<file path="config.mk">
export PLATFORM = sky130hd
export DESIGN_NAME = alu_sequencer
export DESIGN_NICKNAME = d
export VERILOG_FILES = /design/src/rtl/alu_seq_pkg.sv /design/src/rtl/alu_seq_prog_mem.sv /design/src/rtl/alu_sequencer.sv
export SDC_FILE = /design/constraint.sdc
export NUM_CORES = 1
export LEC_CHECK = 0
export CAP_MARGIN = 15
export CORE_MARGIN = 2
export CORE_UTILIZATION = 30
export DETAILED_ROUTE_END_ITERATION = 10
export DONT_BUFFER_PORTS = 1
export GPL_TIMING_DRIVEN = 0
export SYNTH_ARGS = -nofsm -noshare
export SYNTH_HDL_FRONTEND = slang
export SYNTH_SLANG_ARGS = --single-unit
</file>
<file path="constraint.sdc">
create_clock -name clk -period 2 [get_ports clk]
set_input_delay 0.3 -clock clk [delete_from_list [all_inputs] [get_ports clk]]
set_output_delay 0.3 -clock clk [all_outputs]
set_load 0.03 [all_outputs]
</file>
<file path="src/rtl/alu_seq_pkg.sv">
// Shared types and constants for the ALU sequencer, its program memory and the bench.
// The ALU opcode encodings here are the same ones the external ALU decodes.
package alu_seq_pkg;

    typedef enum logic [1:0] {
        IDLE = 2'd0,
        RUN  = 2'd1,
        DONE = 2'd2
    } state_t;

    localparam int HALT_BIT = 15;

    localparam logic [2:0] OP_INC  = 3'b000;
    localparam logic [2:0] OP_DEC  = 3'b001;
    localparam logic [2:0] OP_NOT  = 3'b010;
    localparam logic [2:0] OP_MASK = 3'b011;
    localparam logic [2:0] OP_SHL  = 3'b100;
    localparam logic [2:0] OP_SHR  = 3'b101;
    localparam logic [2:0] OP_ORLO = 3'b110;
    localparam logic [2:0] OP_CLR  = 3'b111;

endpackage

</file>
<file path="src/rtl/alu_seq_prog_mem.sv">
// Program store for the ALU sequencer: DEPTH x 16 register array,
// one synchronous write port and one combinational read port.
module alu_seq_prog_mem #(
    parameter int DEPTH = 8,
    parameter int AW    = $clog2(DEPTH)
) (
    input  logic          clk,
    input  logic          rst_n,
    input  logic          we,
    input  logic [AW-1:0] waddr,
    input  logic [15:0]   wdata,
    input  logic [AW-1:0] raddr,
    output logic [15:0]   rdata
);

    logic [15:0] mem [DEPTH];

    // NOTE: this array is built from flops, not a RAM macro, so it can and must
    // clear on reset; sequential state uses <= so every flop samples pre-edge values.
    always_ff @(posedge clk or negedge rst_n) begin
        if (!rst_n) begin
            for (int i = 0; i < DEPTH; i++) begin
                mem[i] <= '0;
            end
        end else if (we) begin
            mem[waddr] <= wdata;
        end
    end

    assign rdata = mem[raddr];

endmodule

</file>
<file path="src/rtl/alu_sequencer.sv">
// Initiator for the external 16-bit combinational ALU: runs a stored program, one
// instruction per cycle, into an accumulator. Optional macro: INSTR_COUNT_EN.
module alu_sequencer
    import alu_seq_pkg::*;
#(
    parameter  int PROG_DEPTH = 8,
    localparam int AW         = $clog2(PROG_DEPTH)
) (
    input  logic          clk,
    input  logic          rst_n,
    input  logic          prog_we,
    input  logic [AW-1:0] prog_addr,
    input  logic [15:0]   prog_data,
    input  logic          start,
    input  logic [15:0]   init_value,
    output logic [15:0]   alu_instruction,
    output logic [15:0]   alu_reg_in,
    input  logic [15:0]   alu_reg_out,
    output logic          busy,
    output logic          done,
    output logic [15:0]   result
`ifdef INSTR_COUNT_EN
    ,
    output logic [AW:0]   instr_count
`endif
);

    localparam logic [AW-1:0] LAST_PC = AW'(PROG_DEPTH - 1);

    state_t        state_q, state_d;
    logic [AW-1:0] pc_q, pc_d;
    logic [15:0]   acc_q, acc_d;
    logic [15:0]   prog_word;
    logic          idle;

    assign idle = (state_q == IDLE);

    // Writes are accepted only in IDLE, including the cycle a start is accepted.
    alu_seq_prog_mem #(
        .DEPTH (PROG_DEPTH),
        .AW    (AW)
    ) u_prog_mem (
        .clk   (clk),
        .rst_n (rst_n),
        .we    (prog_we && idle),
        .waddr (prog_addr),
        .wdata (prog_data),
        .raddr (pc_q),
        .rdata (prog_word)
    );

    // NOTE: every signal assigned here gets a default first, so no path leaves it
    // unassigned and no latch is inferred.
    always_comb begin
        state_d = state_q;
        pc_d    = pc_q;
        acc_d   = acc_q;
        unique case (state_q)
            IDLE: begin
                if (start) begin
                    acc_d   = init_value;
                    pc_d    = '0;
                    state_d = RUN;
                end
            end
            RUN: begin
                acc_d = alu_reg_out;
                if (prog_word[HALT_BIT] || (pc_q == LAST_PC)) begin
                    state_d = DONE;
                end else begin
                    pc_d = pc_q + AW'(1);
                end
            end
            DONE:    state_d = IDLE;
            default: state_d = IDLE;
        endcase
    end

    always_ff @(posedge clk or negedge rst_n) begin
        if (!rst_n) begin
            state_q <= IDLE;
            pc_q    <= '0;
            acc_q   <= '0;
        end else begin
            state_q <= state_d;
            pc_q    <= pc_d;
            acc_q   <= acc_d;
        end
    end

    assign alu_instruction = (state_q == RUN) ? prog_word : 16'h0000;
    assign alu_reg_in      = acc_q;
    assign busy            = !idle;
    assign done            = (state_q == DONE);
    assign result          = acc_q;

`ifdef INSTR_COUNT_EN
    always_ff @(posedge clk or negedge rst_n) begin
        if (!rst_n) begin
            instr_count <= '0;
        end else if (idle && start) begin
            instr_count <= '0;
        end else if (state_q == RUN) begin
            instr_count <= instr_count + (AW+1)'(1);
        end
    end
`endif

endmodule

</file>
==> summary.txt <==
Outcome
  • Outcome: finished with violations
  • Failing checks: negative hold slack, negative setup slack

Critical path
  • Critical Path End Type: primary output
  • CP Class: flip-flop to primary output
  • Worst EP required: 1700 ps
  • Startpoint Class: flip-flop
  • Worst Path Arrival: 1950 ps
  • Critical-path maximum fanout: 10

Route
  • 1st-iter DRT viols: 177
  • Average wire per standard cell: 19.6 um
  • WL final: 16.1 mm
  • Via count: 3958
  • Vias/cell: 4.81
  • Pre-Repair DR Iteration Count: 4
  • Routed Antenna Nets: 0
  • DR DRC count: 0

GRT
  • Vias in the first global route: 4364
  • Overflow after GRT: 0
  • Global-route wire length before repair: 24.8 mm
  • Largest net degree at the start of global routing: 150
  • Initial antenna violation count: 0
  • Gr usage total: 0.136

Pwr
  • Worst vdd ir: 561 uV
  • Leakage: 3.47 nW
  • Pwr Density: 1740 nW/um^2

Clock network
  • Num CTS Buffers: 17
  • Clock Latency Late Sink: 420 ps
  • CTS clk-pin slew, worst paths: 60 ps
  • H-tree Lvls: 4
  • Clock sinks: 149
  • CTS tree: built
  • Max clock buf depth: 2
  • Clock tree root driver cell: clkbuf_16

Placement
  • DP Area: 7410 um^2
  • PortBufs: 0
  • Placer Congestion: 0.673
  • Dpl cells: 788
  • Post-DP HPWL: 10.8 mm

Timing
  • RSZ-0062 raised after global routing: true
  • Setup_tns: -3490 ps
  • Setup ws final: -251 ps
  • Number of max-slew violations in the final report: 0
  • Final setup fails: 16
  • Hold Slack: -413 ps
  • Final Critical Period: 2250 ps
  • Worst-Margin Slew: 454 ps
  • Final hold vios: 149
  • Slew headroom: 0.697
  • Fin crit share: 1.13
  • Worst Clk Skew: 5.04 ps
  • Max frequency: 444 MHz

Die
  • Die height: 157 um
  • Initial Utilization: 0.308
  • Row count: 55
  • IO Pins: 105
  • Die Area: 24600 um^2
  • Die span in x: 157 um
  • Core Region: 22800 um^2

Logic synthesis
  • Syn nets: 532
  • Sequential element share of the synthesized area: 0.531
  • Synthesized area: 7020 um^2
  • Post-synth top cells: 149 x dfrtp_1, 115 x mux2_2, 38 x mux2i_1
  • Mapped Cells: 475
  • EDFF count, synth: 0
  • Synth top area share: 0.531
  • Most used DFF post-synth: dfrtp_1
  • Number of distinct library cells after synthesis: 31
  • Ys Warns: 0
  • Seq cells post-synth: 149
  • Synth area leader: dfrtp_1
  • Top-count cell post-synth: dfrtp_1
  • Synth area leaders: dfrtp_1 53%, mux2_2 18%, mux4_2 9.6%
  • Syn_area_per_cell: 14.8 um^2
  • Async set-reset flop share out of synthesis: 1.00

Worst hold path
  • Worst min path class: input pin to async pin

Cells and area
  • Finished Cell Area: 8380 um^2
  • Antenna Cells: 0
  • Post-route insts no fill: 823
  • Layout cells sized above 1: 0.533
  • Syn-to-layout area delta: 19.5%
  • Nets: 554

Run
  • Max-Cap Viols: 0
[layer usage]
| metal | share of wire | up-vias | track usage | wire length, um |
|---|---|---|---|---|
| met1 | 0.43 | 2059 | 0.167 | 6880 |
| met2 | 0.50 | 114 | 0.225 | 8000 |
| met4 | 0.020 | 0 | 0.0450 | 322 |
| met5 | 0 | - | 0 | 0 |
| met3 | 0.057 | 25 | 0.0457 | 920 |
| li1 | - | 1760 | - | - |
[cell usage in the layout (no fill, tap or decap), drive strengths merged, types with 4 or more instances in the layout]
| master | instances |
|---|---|
| buf | 37 |
| clkbuf | 29 |
| clkinv | 5 |
| dfrtp | 149 |
| inv | 8 |
| mux2 | 128 |
| mux2i | 38 |
| mux4 | 30 |
| nand2 | 27 |
| nor2 | 19 |
| nor2b | 4 |
| o21ai | 16 |
[worst max-delay path, stage by stage, from the launching register on]
cell	delay, ps
dfrtp_1	370
buf_8	150
buf_8	160
mux4_2	530
mux2i_2	210
nor2_4	100
[power breakdown]
part | leakage, nW | internal, W | switching [W]
Clock | 0.278 | 0.00179 | 0.00132
Combinational | 1.38 | 0.00303 | 0.00280
Sequential | 1.82 | 0.00449 | 0.00118
[kinds of logic (layout without fill, tap and decap cells)]
logic type | Yosys count | in the layout | share of synthesized area
AOI/OAI and AO/OA | 20 | 20 | 0.0152
DFF | 149 | 149 | 0.531
buffers and inverters | 48 | 83 | 0.0471
and+or+nand+nor | 60 | 60 | 0.0414
adders and majority gates | 2 | 2 | 0.00357
muxes | 196 | 196 | 0.361
[flip-flops by register name, summed over array words and instances, names as in the netlist]
| name | flops |
|---|---|
| state_q | 2 |
| pc_q | 3 |
| alu_reg_in | 16 |
| u_prog_mem.mem | 128 |
[stage by stage]
| step | total power, W | worst slack, ps | util |
|---|---|---|---|
| 2_1_floorplan | 0.00956 | 43.8 | - |
| 3_5_place_dp | 0.0106 | -633 | 0.325 |
| 3_3_place_gp | 0.0103 | -620 | 0.325 |
| 6_report | 0.0146 | -251 | 0.368 |
| 5_1_grt | 0.0155 | -334 | 0.368 |
| 4_1_cts | 0.0144 | -286 | 0.362 |
[final cells by class]
cell class | instances | area, um^2
fill | 2144 | 14400
multi-input combinational | 278 | 3230
buffer | 42 | 403
clock inverter | 13 | 123
clock buffer | 19 | 453
inverter | 4 | 15.0
tap | 313 | 392
timing repair buffer | 5 | 37.5
sequential | 149 | 3730
[repair_timing]
item / CTS / global route
setup endpoints to repair: 16 / 66
gates resized for setup: 68 / 23
hold endpoints to repair: 149 / 149
pin swaps: 4 / 3
buffers inserted: 4 / 1
[final timing paths]
check	startpoint	endpoint	slack (ps)	depth (start not counted)
worst min-delay path	rst_n	u_prog_mem.mem[28]$_DFFE_PN0P_	-410	0
max in group asynchronous	rst_n	pc_q[1]$_DFFE_PN0P_	2150	0
worst max register to register	state_q[0]$_DFFE_PN0P_	u_prog_mem.mem[72]$_DFFE_PN0P_	70	6
worst max-delay path	pc_q[0]$_DFFE_PN0P_	alu_instruction[8]	-250	5
worst min register to register	u_prog_mem.mem[29]$_DFFE_PN0P_	u_prog_mem.mem[29]$_DFFE_PN0P_	490	1
min in group clk	prog_data[14]	u_prog_mem.mem[30]$_DFFE_PN0P_	10	1
Power figures use the tool's default switching activity.
